==> config.mk <==
export PLATFORM = sky130hd
export DESIGN_NAME = spi_master_tx
export DESIGN_NICKNAME = d
export VERILOG_FILES = /design/src/rtl/spi_master_tx.sv
export SDC_FILE = /design/constraint.sdc
export NUM_CORES = 1
export LEC_CHECK = 0
export CAP_MARGIN = 20
export CORE_UTILIZATION = 50
export CTS_BUF_LIST = sky130_fd_sc_hd__clkbuf_8
export DETAILED_ROUTE_END_ITERATION = 16
export PLACE_DENSITY = 0.83
export SYNTH_ARGS = -nofsm -noshare
export SYNTH_HDL_FRONTEND = slang
export SYNTH_SLANG_ARGS = --single-unit
==> constraint.sdc <==
create_clock -name clk_in -period 5.1 [get_ports clk_in]
set_input_delay 0.765 -clock clk_in [delete_from_list [all_inputs] [get_ports clk_in]]
set_output_delay 0.765 -clock clk_in [all_outputs]
set_load 0.02 [all_outputs]
==> src/rtl/spi_master_tx.sv <==
`default_nettype none
// ============================================================================
//  Module   : spi_master_tx
//  Purpose  : SPI mode-0 master transmitter, MSB first. Bytes arrive on a
//             valid/ready stream through a one-entry hold register. The
//             byte_last_in flag closes a chip-select frame. Consecutive
//             non-last bytes stream with no sclk gap.
//  Options  : SPI_MISO_EN adds a MISO receive shifter that samples on sclk
//             rise and presents rx_data_out/rx_valid_out with byte_done_out.
//  Revision : 1.0 - initial release
// ============================================================================
module spi_master_tx #(
    parameter int CLK_DIV = 2,
    parameter int CS_IDLE = 4
) (
    input  logic       clk_in,
    input  logic       rst_n_in,
    input  logic       byte_valid_in,
    output logic       byte_ready_out,
    input  logic [7:0] byte_data_in,
    input  logic       byte_last_in,
    output logic       byte_done_out,
    output logic       busy_out,
    output logic       spi_sclk_out,
    output logic       spi_mosi_out,
    output logic       spi_cs_n_out
`ifdef SPI_MISO_EN
    ,
    input  logic       spi_miso_in,
    output logic [7:0] rx_data_out,
    output logic       rx_valid_out
`endif
);

    localparam int HW = $clog2(CLK_DIV + 1);
    localparam int GW = $clog2(CS_IDLE + 1);
    localparam logic [HW-1:0] HALF_MAX = HW'(CLK_DIV - 1);
    localparam logic [HW-1:0] HALF_ONE = HW'(1);
    localparam logic [GW-1:0] GAP_MAX  = GW'(CS_IDLE - 1);
    localparam logic [GW-1:0] GAP_ONE  = GW'(1);

    typedef enum logic [2:0] {
        IDLE  = 3'd0,
        SHIFT = 3'd1,
        WAIT  = 3'd2,
        HOLD  = 3'd3,
        GAP   = 3'd4
    } state_t;

    state_t        state, state_nxt;
    logic [HW-1:0] half_cnt, half_nxt;
    logic [2:0]    bit_cnt, bit_nxt;
    logic [GW-1:0] gap_cnt, gap_nxt;
    logic [7:0]    shifter, shift_nxt;
    logic          cur_last, last_nxt;
    logic          hold_valid, hold_valid_nxt;
    logic [7:0]    hold_data, hold_data_nxt;
    logic          hold_last, hold_last_nxt;
    logic          sclk, sclk_nxt;
    logic          mosi, mosi_nxt;
    logic          cs_n, cs_n_nxt;
    logic          done, done_nxt;
    logic          load;
    logic          rise;
    logic          accept;

    assign accept         = byte_valid_in && !hold_valid;
    assign byte_ready_out = !hold_valid;
    assign busy_out       = (state != IDLE);
    assign byte_done_out  = done;
    assign spi_sclk_out   = sclk;
    assign spi_mosi_out   = mosi;
    assign spi_cs_n_out   = cs_n;

    // State and datapath registers; reset drops the frame immediately.
    always_ff @(posedge clk_in or negedge rst_n_in) begin
        if (!rst_n_in) begin
            state      <= IDLE;
            half_cnt   <= '0;
            bit_cnt    <= '0;
            gap_cnt    <= '0;
            shifter    <= '0;
            cur_last   <= 1'b0;
            hold_valid <= 1'b0;
            hold_data  <= '0;
            hold_last  <= 1'b0;
            sclk       <= 1'b0;
            mosi       <= 1'b0;
            cs_n       <= 1'b1;
            done       <= 1'b0;
        end else begin
            state      <= state_nxt;
            half_cnt   <= half_nxt;
            bit_cnt    <= bit_nxt;
            gap_cnt    <= gap_nxt;
            shifter    <= shift_nxt;
            cur_last   <= last_nxt;
            hold_valid <= hold_valid_nxt;
            hold_data  <= hold_data_nxt;
            hold_last  <= hold_last_nxt;
            sclk       <= sclk_nxt;
            mosi       <= mosi_nxt;
            cs_n       <= cs_n_nxt;
            done       <= done_nxt;
        end
    end

    // Next-state, sclk phase timing, shifter and hold-register handoff.
    always_comb begin
        state_nxt = state;
        half_nxt  = half_cnt;
        bit_nxt   = bit_cnt;
        gap_nxt   = gap_cnt;
        shift_nxt = shifter;
        last_nxt  = cur_last;
        sclk_nxt  = sclk;
        mosi_nxt  = mosi;
        cs_n_nxt  = cs_n;
        done_nxt  = 1'b0;
        load      = 1'b0;
        rise      = 1'b0;

        case (state)
            IDLE: load = hold_valid;
            SHIFT: begin
                if (half_cnt == HALF_MAX) begin
                    half_nxt = '0;
                    if (!sclk) begin
                        sclk_nxt = 1'b1;
                        rise     = 1'b1;
                    end else begin
                        sclk_nxt = 1'b0;
                        bit_nxt  = bit_cnt + 3'd1;
                        if (bit_cnt != 3'd7) begin
                            shift_nxt = {shifter[6:0], 1'b0};
                            mosi_nxt  = shifter[6];
                        end else begin
                            // Byte complete: close frame, chain next byte, or stall.
                            done_nxt = 1'b1;
                            if (cur_last) begin
                                state_nxt = HOLD;
                            end else if (hold_valid) begin
                                load = 1'b1;
                            end else begin
                                state_nxt = WAIT;
                            end
                        end
                    end
                end else begin
                    half_nxt = half_cnt + HALF_ONE;
                end
            end
            WAIT: load = hold_valid;
            HOLD: begin
                if (half_cnt == HALF_MAX) begin
                    half_nxt  = '0;
                    cs_n_nxt  = 1'b1;
                    gap_nxt   = '0;
                    state_nxt = GAP;
                end else begin
                    half_nxt = half_cnt + HALF_ONE;
                end
            end
            GAP: begin
                // A byte already held starts right as the gap expires.
                if (gap_cnt == GAP_MAX) begin
                    if (hold_valid) begin
                        load = 1'b1;
                    end else begin
                        state_nxt = IDLE;
                    end
                end else begin
                    gap_nxt = gap_cnt + GAP_ONE;
                end
            end
            default: state_nxt = IDLE;
        endcase

        if (load) begin
            state_nxt = SHIFT;
            shift_nxt = hold_data;
            last_nxt  = hold_last;
            mosi_nxt  = hold_data[7];
            cs_n_nxt  = 1'b0;
            sclk_nxt  = 1'b0;
            half_nxt  = '0;
            bit_nxt   = '0;
        end

        hold_valid_nxt = (hold_valid && !load) || accept;
        hold_data_nxt  = accept ? byte_data_in : hold_data;
        hold_last_nxt  = accept ? byte_last_in : hold_last;
    end

`ifdef SPI_MISO_EN
    logic [7:0] rx_shift;
    logic [7:0] rx_data;
    logic       rx_valid;

    assign rx_data_out  = rx_data;
    assign rx_valid_out = rx_valid;

    // MISO capture on sclk rise; word published alongside byte_done.
    always_ff @(posedge clk_in or negedge rst_n_in) begin
        if (!rst_n_in) begin
            rx_shift <= '0;
            rx_data  <= '0;
            rx_valid <= 1'b0;
        end else begin
            rx_valid <= done_nxt;
            if (rise) begin
                rx_shift <= {rx_shift[6:0], spi_miso_in};
            end
            if (done_nxt) begin
                rx_data <= rx_shift;
            end
        end
    end
`endif

endmodule
`default_nettype wire

---- Word-level counts from Yosys, hierarchy flattened ----
Index checks and enable logic that the tools add are counted.
storage, ports and cells
  flip-flop bits (word level) ............. 33
  latch bits .............................. 0
  memory bits (writable) .................. 0
  memory bits (read-only) ................. 0
  memories ................................ 0
operators by class
  add/subtract/negate cells ............... 3
  $mul .................................... 0
  divide/modulo/power cells ............... 0
  magnitude comparators ................... 0
  eq/ne operators ......................... 17
  shifts and indexed selects .............. 0
  multiplexer cells ....................... 48
  bitwise gates (word level) .............. 0
  reduce and logical (&&, ||, !) cells .... 22
operators by type and width
  operator                                             number
  2-to-1 mux 3 bit                                     15
  2-to-1 mux 7 bit                                     5
  2-to-1 mux 1 bit                                     22
  != test 3 bit, second input constant                 7
  nonzero test 2 bit                                   7
  case mux 3 bit (4 select lines)                      1
  equality test 3 x 2 -> 1 bit, second input constant  3
  AND reduction 8 bit                                  1
  adder 3 x 1 -> 3 bit, second input constant          2
  2-to-1 mux 2 bit                                     3
  case mux 3 bit (2 select lines)                      1
  AND reduction 3 bit                                  2
  != test 2 bit, second input constant                 2
  != test 4 bit, second input constant                 1
  AND reduction 2 bit                                  2
  AND reduction 4 bit                                  1
  OR reduction 2 bit                                   2
  equality test 3 x 1 -> 1 bit, second input constant  1
  equality test 3 bit, second input constant           1
  logical NOT 3 bit                                    1
  case mux 1 bit (3 select lines)                      1
  nonzero test 3 bit                                   1
  adder 2 x 1 -> 2 bit, second input constant          1
  equality test 2 x 1 -> 1 bit, second input constant  1
  other kinds (4)                                      6

---- Longest topological paths before layout ----
  word-level depth ........................ 9
  gate-level depth with buffers ........... 7
  depth with buffers taken out ............ 6

---- Worst setup path before layout ----
No wires, ideal clock.
  path kind ............................... reg-to-reg
  start point ............................. register bit_cnt[0]
  end point ............................... register cur_last
  arrival time ............................ 1.782 ns
  setup slack ............................. 3.190 ns
  stages on the path, launching flop included .. 7
  buffers on the path ..................... 0
  period minus slack after synthesis ...... 1.910 ns
  path through ............................ dfrtp_1 ha_1 ha_1 inv_1 nor4_4 o21a_4 mux2_1
between the ends
  word-level cells in the longest chain between the ends .. 5
ends and longest elaborated chain
  what                             line  RTL
  start, declared                  52    logic [2:0] bit_cnt, bit_nxt;
  start signal, assigned           94    bit_cnt <= bit_nxt;
  != test 3 bit                    134   if (bit_cnt != 3'd7) begin
  2-to-1 mux 1 bit                 134
  2-to-1 mux 1 bit                 128   if (!sclk) begin
  2-to-1 mux 1 bit                 126   if (half_cnt == HALF_MAX) begin
  case mux 1 bit (3 select lines)  123   case (state)
  end signal, assigned             97    cur_last <= last_nxt;
  end, declared                    55    logic cur_last, last_nxt;
No other way between the ends.
A chain may end at the register's enable or synchronous reset.

---- Final worst setup path ----
  start point ............................. register state[1]
  end point ............................... output port busy_out
between the ends
  word-level cells in the longest chain between the ends .. 1
ends and longest elaborated chain
  what                    line  RTL
  start, declared         50    state_t state, state_nxt;
  start signal, assigned  92    state <= state_nxt;
  nonzero test 3 bit      69    assign busy_out = (state != IDLE);
  end, declared           23    output logic busy_out,
No other way between the ends.

==> run_results.csv <==
group,metric,value,unit
outcome,status,"finished, final reports clean",
timing,finalCriticalPeriod,2560,ps
place,place_congestion,0.886,
final_layout,drive_gt1_share,20.8,%
synthesis,async_flop_share,100,%
power_and_ir_drop,power.share.clock,17.7,%
clocking,ctsHoldBuffers,0,
setup_path,critical_path_class,"flip-flop to primary output",
final_layout,final_cell_count_no_fill,198,
timing,slew_viol_final,0,
final_layout,fin_util,61.7,%
place,place_inst,190,
worst_hold_path,min-delay-start,"hold_last",
setup_path,crit_path_end_kind,"primary output",
detailed_routing,drt_iter0_markers,18,
power_and_ir_drop,switching_power,0.000361,W
setup_path,cp-endpoint,"busy_out",
synthesis,synthTopCellsByCount,"dfrtp_1, mux2_2, nor2_1",
synthesis,synth_area_leaders,"dfrtp_1, mux2_2, o211ai_1, ha_1, nor2_1",
clocking,cts_tree,"built",
synthesis,avgSynthCellArea,12.0,um^2
worst_hold_path,hp-class,"flip-flop to flip-flop",
grt,grt.total_usage,18.3,%
detailed_routing,wirelength,2670,um
flow_run,maxCapViolCount,0,
clocking,ctsRootBufferMaster,"clkbuf_8",
setup_path,regToRegSetupSlack,2910,ps
detailed_routing,viasPerCell,5.36,
timing,finalSetupTns,0,ps
grt,grt_max_degree,34,
synthesis,ys_seq_elements,33,
timing,rsz0062_at_grt,"no",
clocking,cts_resized,0,
detailed_routing,wl_per_cell,13.5,um
die,coreArea,0.00303,mm^2
setup_path,crit_path_max_incr_delay,550,ps
setup_path,crit_chain,"or3_2 > clkdlybuf4s50_1",
synthesis,synth.yosys.warnings,0,
clocking,postCtsSetupBuffers,0,
setup_path,cpMaxStageDelayCell,"clkdlybuf4s50_1",
place,io_buffer_count,17,
final_layout,multi_input_area,702,um^2
power_and_ir_drop,p_int,0.000644,W
worst_hold_path,worstHoldPathCells,1,
clocking,clockBufferDepth,2,
clocking,cts-htree-levels,2,
setup_path,startpoint,"state[1]",
final_layout,antenna_cells,0,
synthesis,synth_cell_types,40,
synthesis,synth_edf_count,0,
power_and_ir_drop,powerDensity,538,mW/mm^2
die,die_w,58.4,um
timing,fin_ws,2540,ps
synthesis,ys_seq_area_share,51.9,%
die,pin_count,18,
detailed_routing,vias,1061,
timing,hold_viol,0,
power_and_ir_drop,p_leak,0.831,nW
timing,max_clock_freq,391,MHz
setup_path,crit_arrival,1790,ps
grt,antenna_found_initial,0,
timing,finalSetupViolCount,0,
power_and_ir_drop,worst_ir_drop_vdd,0.292,mV
die,fp.dieH,58.4,um
timing,slew_headroom,47.5,%
timing,clock_skew,3.96,ps
place,place_ws,2700,ps
final_layout,syn_to_final_growth,17.3,%
final_layout,nNetsFinal,169,
synthesis,synth_top_area_cell,"dfrtp_1",
grt,grt_pass1_vias,987,
grt,overflow,0,
power_and_ir_drop,p_sw_share,35.9,%
power_and_ir_drop,comb_power_share,37.8,%
power_and_ir_drop,seqPwrFrac,44.5,%
clocking,clk_pin_slew,60,ps
setup_path,critPathMaxFanout,10,
clocking,tritoncts_num_sinks,33,
die,dieArea,0.00342,mm^2
timing,worstMarginPinSlew,785,ps
synthesis,syn_inst,133,
die,start_util,52.6,%
synthesis,synth-main-ff-cell,"dfrtp_1",
clocking,clk_latency,280,ps
setup_path,reg2reg_depth,6,
detailed_routing,drtPass1Iterations,4,
timing,whs,506,ps
setup_path,rr_startpoint,"bit_cnt[0]",
final_layout,fillCellCount,243,
final_layout,regArea,827,um^2
clocking,numCtsBuffers,5,
detailed_routing,drc,0,
setup_path,r2r_end,"cur_last",
synthesis,netlist_area,0.00159,mm^2
synthesis,yosysMostFrequentCell,"dfrtp_1",
detailed_routing,ant_nets,0,
grt,grt_first_pass_wirelength,4540,um
timing,period_share,50.2,%
place,dpl.hpwl,1940,um
synthesis,yosysTopAreaCellShare,50.3,%
setup_path,start_kind,"flip-flop",
die,rows,20,
synthesis,synthesis.nets,149,
setup_path,required,4340,ps
## cells by family (layout without fill, tap and decap cells)
group | Yosys count | in the layout | share of synthesized area, %
multiplexers | 17 | 17 | 12.1
flip-flops | 33 | 33 | 51.9
buffers and inverters | 12 | 33 | 4.01
AND/OR/NAND/NOR | 39 | 39 | 14.1
adder cells (fa/ha/maj) | 4 | 4 | 3.14
XOR/XNOR | 3 | 3 | 1.65
AO/OA/AOI/OAI | 25 | 25 | 13.0
## flip-flops by register name, indices dropped and copies added (netlist names)
name,count
hold_valid,1
spi_cs_n_out,1
spi_mosi_out,1
state,3
hold_last,1
shifter,7
hold_data,8
gap_cnt,3
spi_sclk_out,1
cur_last,1
half_cnt,2
byte_done_out,1
bit_cnt,3
## critical path, delay by kind of cell (launching register included)
kind / cells / cell delay (ps)
buf+inv: 1 / 550
flops: 1 / 480
simple gates: 1 / 480
## layer usage
layer  vias up  GRT usage [%]  wire length, um
li1        512              -                -
met4         0           7.82               43
met2        20           29.2             1330
met1       523           23.0             1200
met5         -              0                0
met3         6           5.93               86
## worst min-delay path by stage
stage | end | slack, ps
6_report | cur_last | 510
3_5_place_dp | cur_last | 490
3_3_place_gp | cur_last | 480
4_1_cts | cur_last | 510
2_1_floorplan | cur_last | 460
5_1_grt | shifter[5] | 530
## per-stage QoR
| stage | total power (W) | cell area, um^2 |
|---|---|---|
| after floorplan | 0.000733 | 1590 |
| after global placement | 0.000811 | 1790 |
| after detailed placement | 0.000834 | 1790 |
| after CTS | 0.00101 | 1870 |
| after global routing | 0.00107 | 1870 |
| final | 0.00101 | 1870 |
## power by group through the flow
stage                     Sequential, W  Clock, W  Combinational [W]
after floorplan                0.000434         0           0.000300
after global placement         0.000443         0           0.000368
after detailed placement       0.000450         0           0.000384
after CTS                      0.000447  0.000180           0.000385
after global routing           0.000460  0.000191           0.000419
final                          0.000448  0.000178           0.000380
## cell type report
type	count	share of cell area, %
Clock inverter	3	0.603
Timing Repair Buffer	18	9.51
Clock buffer	5	3.68
Multi-Input combinational cell	88	37.6
Sequential cell	33	44.3
Tap cell	44	2.95
Inverter	7	1.41
## placed cells by master (no fill, tap or decap), drive strengths merged, types with 2 or more instances in the layout
master / synthesis / final
nand2: 11 / 11
clkdlybuf4s50: 0 / 17
mux2i: 2 / 2
mux2: 15 / 15
nor2: 11 / 11
ha: 4 / 4
o211ai: 13 / 13
nor2b: 2 / 2
o21ai: 3 / 3
o21a: 2 / 2
clkbuf: 2 / 5
nand2b: 2 / 2
dfrtp: 32 / 32
inv: 7 / 10
a21oi: 2 / 2
xnor2: 2 / 2
nand3: 7 / 7
Power figures use the tool's default switching activity.
==> variant, RTL diff (same settings) <==
`shifter` and `hold_data` no longer have a reset.
--- a/src/rtl/spi_master_tx.sv
+++ b/src/rtl/spi_master_tx.sv
@@ -81,6 +81,4 @@
             gap_cnt    <= '0;
-            shifter    <= '0;
             cur_last   <= 1'b0;
             hold_valid <= 1'b0;
-            hold_data  <= '0;
             hold_last  <= 1'b0;
@@ -95,6 +93,4 @@
             gap_cnt    <= gap_nxt;
-            shifter    <= shift_nxt;
             cur_last   <= last_nxt;
             hold_valid <= hold_valid_nxt;
-            hold_data  <= hold_data_nxt;
             hold_last  <= hold_last_nxt;
@@ -105,2 +101,7 @@
         end
+    end
+
+    always_ff @(posedge clk_in) begin
+        shifter   <= shift_nxt;
+        hold_data <= hold_data_nxt;
     end
Function: same outputs for any inputs over 10 cycles, from zero or initial values and one cycle with rst_n_in low; that may be too few to reach the edited logic, so the function may still have changed.
==> variant against the unedited design <==
Hold slack lost 3.3 ps. Sequential cell count unchanged. Setup slack better by 72 ps. Cell count is 22% lower. Synthesized cell count is 23% lower. Clock skew rose by 5.5 ps. Die area shrank 7.3%. Global-route usage decreased by 0.14 points. Area after synthesis shrank 7.5%. Routed wire length down 11%. Power decreased by 7.5%. Design area fell by 7.1%. Critical endpoint unchanged.
==> variant: results (changes against the unedited design) <==
drt_iter0_drc: 12  # -6
async_flop_share: 0.5455  # -0.4545
grt_pass1_wl_um: 4153  # -8.5%
grt_util_met3: 0.04147  # -0.01787
seq_area_frac_synth: 0.6126  # +0.09333
cp.arrival_ps: 1720  # -70 ps
nets: 139  # -18%
irDropWorstVdd_v: 0.0003720  # +27%
wl_met2_um: 1242  # -6.9%
synth.net_count: 118  # -21%
gp_congestion: 0.7525  # -15%
synth_enable_flop_cells: 15  # +15
via_per_inst: 5.474  # +2.2%
dpl-instance-area_um2: 1659  # -7.2%
p_leak_nw: 0.7397  # -11%
status: "finished, final reports clean"
grt_max_degree: 19  # -44%
grt_pass1_vias: 911  # -7.7%
drt_wl_total_um: 2375  # -11%
dp_hpwl_um: 1690  # -13%
critPathMaxFanout: 12  # +2
placed_cells: 147  # -23%
avgSynthCellArea_um2: 14.44  # +21%
grt_use_total: 0.1818  # -0.001426
met1_length_um: 1005  # -16%
use_met2: 0.2959  # +0.003636
[variant: cell families after synthesis]
group	count (synthesis)	share of synthesized area
compound gates	12	0.05353
xor+xnor	3	0.01785
fa+ha+maj	4	0.03399
buf+inv	7	0.02548
flops	33	0.6126
mux	12	0.1105
simple gates	31	0.1462
[variant: worst paths after layout]
| kind | startpoint | end | slack [ps] |
|---|---|---|---|
| worst min-delay path | hold_data[7] | spi_mosi_out | 500 |
| max in group asynchronous | rst_n_in | hold_last | 3640 |
| worst max register to register | gap_cnt[0] | shifter[0] | 2840 |
| worst max-delay path | state[1] | busy_out | 2610 |
| min in group asynchronous | rst_n_in | hold_valid | 950 |
| worst min register to register | hold_data[7] | spi_mosi_out | 500 |
[variant: worst register-to-register path, stage by stage (launching register included)]
cell      delay [ps]
dfrtp_1          400
ha_1             210
ha_1             200
nand2b_1          80
a21oi_1           90
o21ai_2          560
nand2_1          370
[variant: report_power, final]
group | internal [mW] | switching (mW) | leakage (nW)
combinational | 0.171 | 0.151 | 0.333
clock | 0.0897 | 0.0863 | 0.0428
sequential | 0.378 | 0.0548 | 0.364
[variant: cell type report]
cell class	count	area (um2)	area share
clock buffers	5	68.82	0.03965
inverters	4	15.01	0.008652
clock inverters	2	7.507	0.004326
well taps	31	38.79	0.02235
repair buffers	17	170.2	0.09805
multi-input cells	62	533.0	0.3071
flip-flops and latches	33	902.1	0.5198
[variant: per-stage QoR]
stage | power, mW | hold slack [ps]
2_1_floorplan | 0.6736 | 450.2
3_3_place_gp | 0.7427 | 464.3
3_5_place_dp | 0.7597 | 494.9
4_1_cts | 0.9404 | 508.1
5_1_grt | 0.9883 | 510.1
6_report | 0.9299 | 502.7
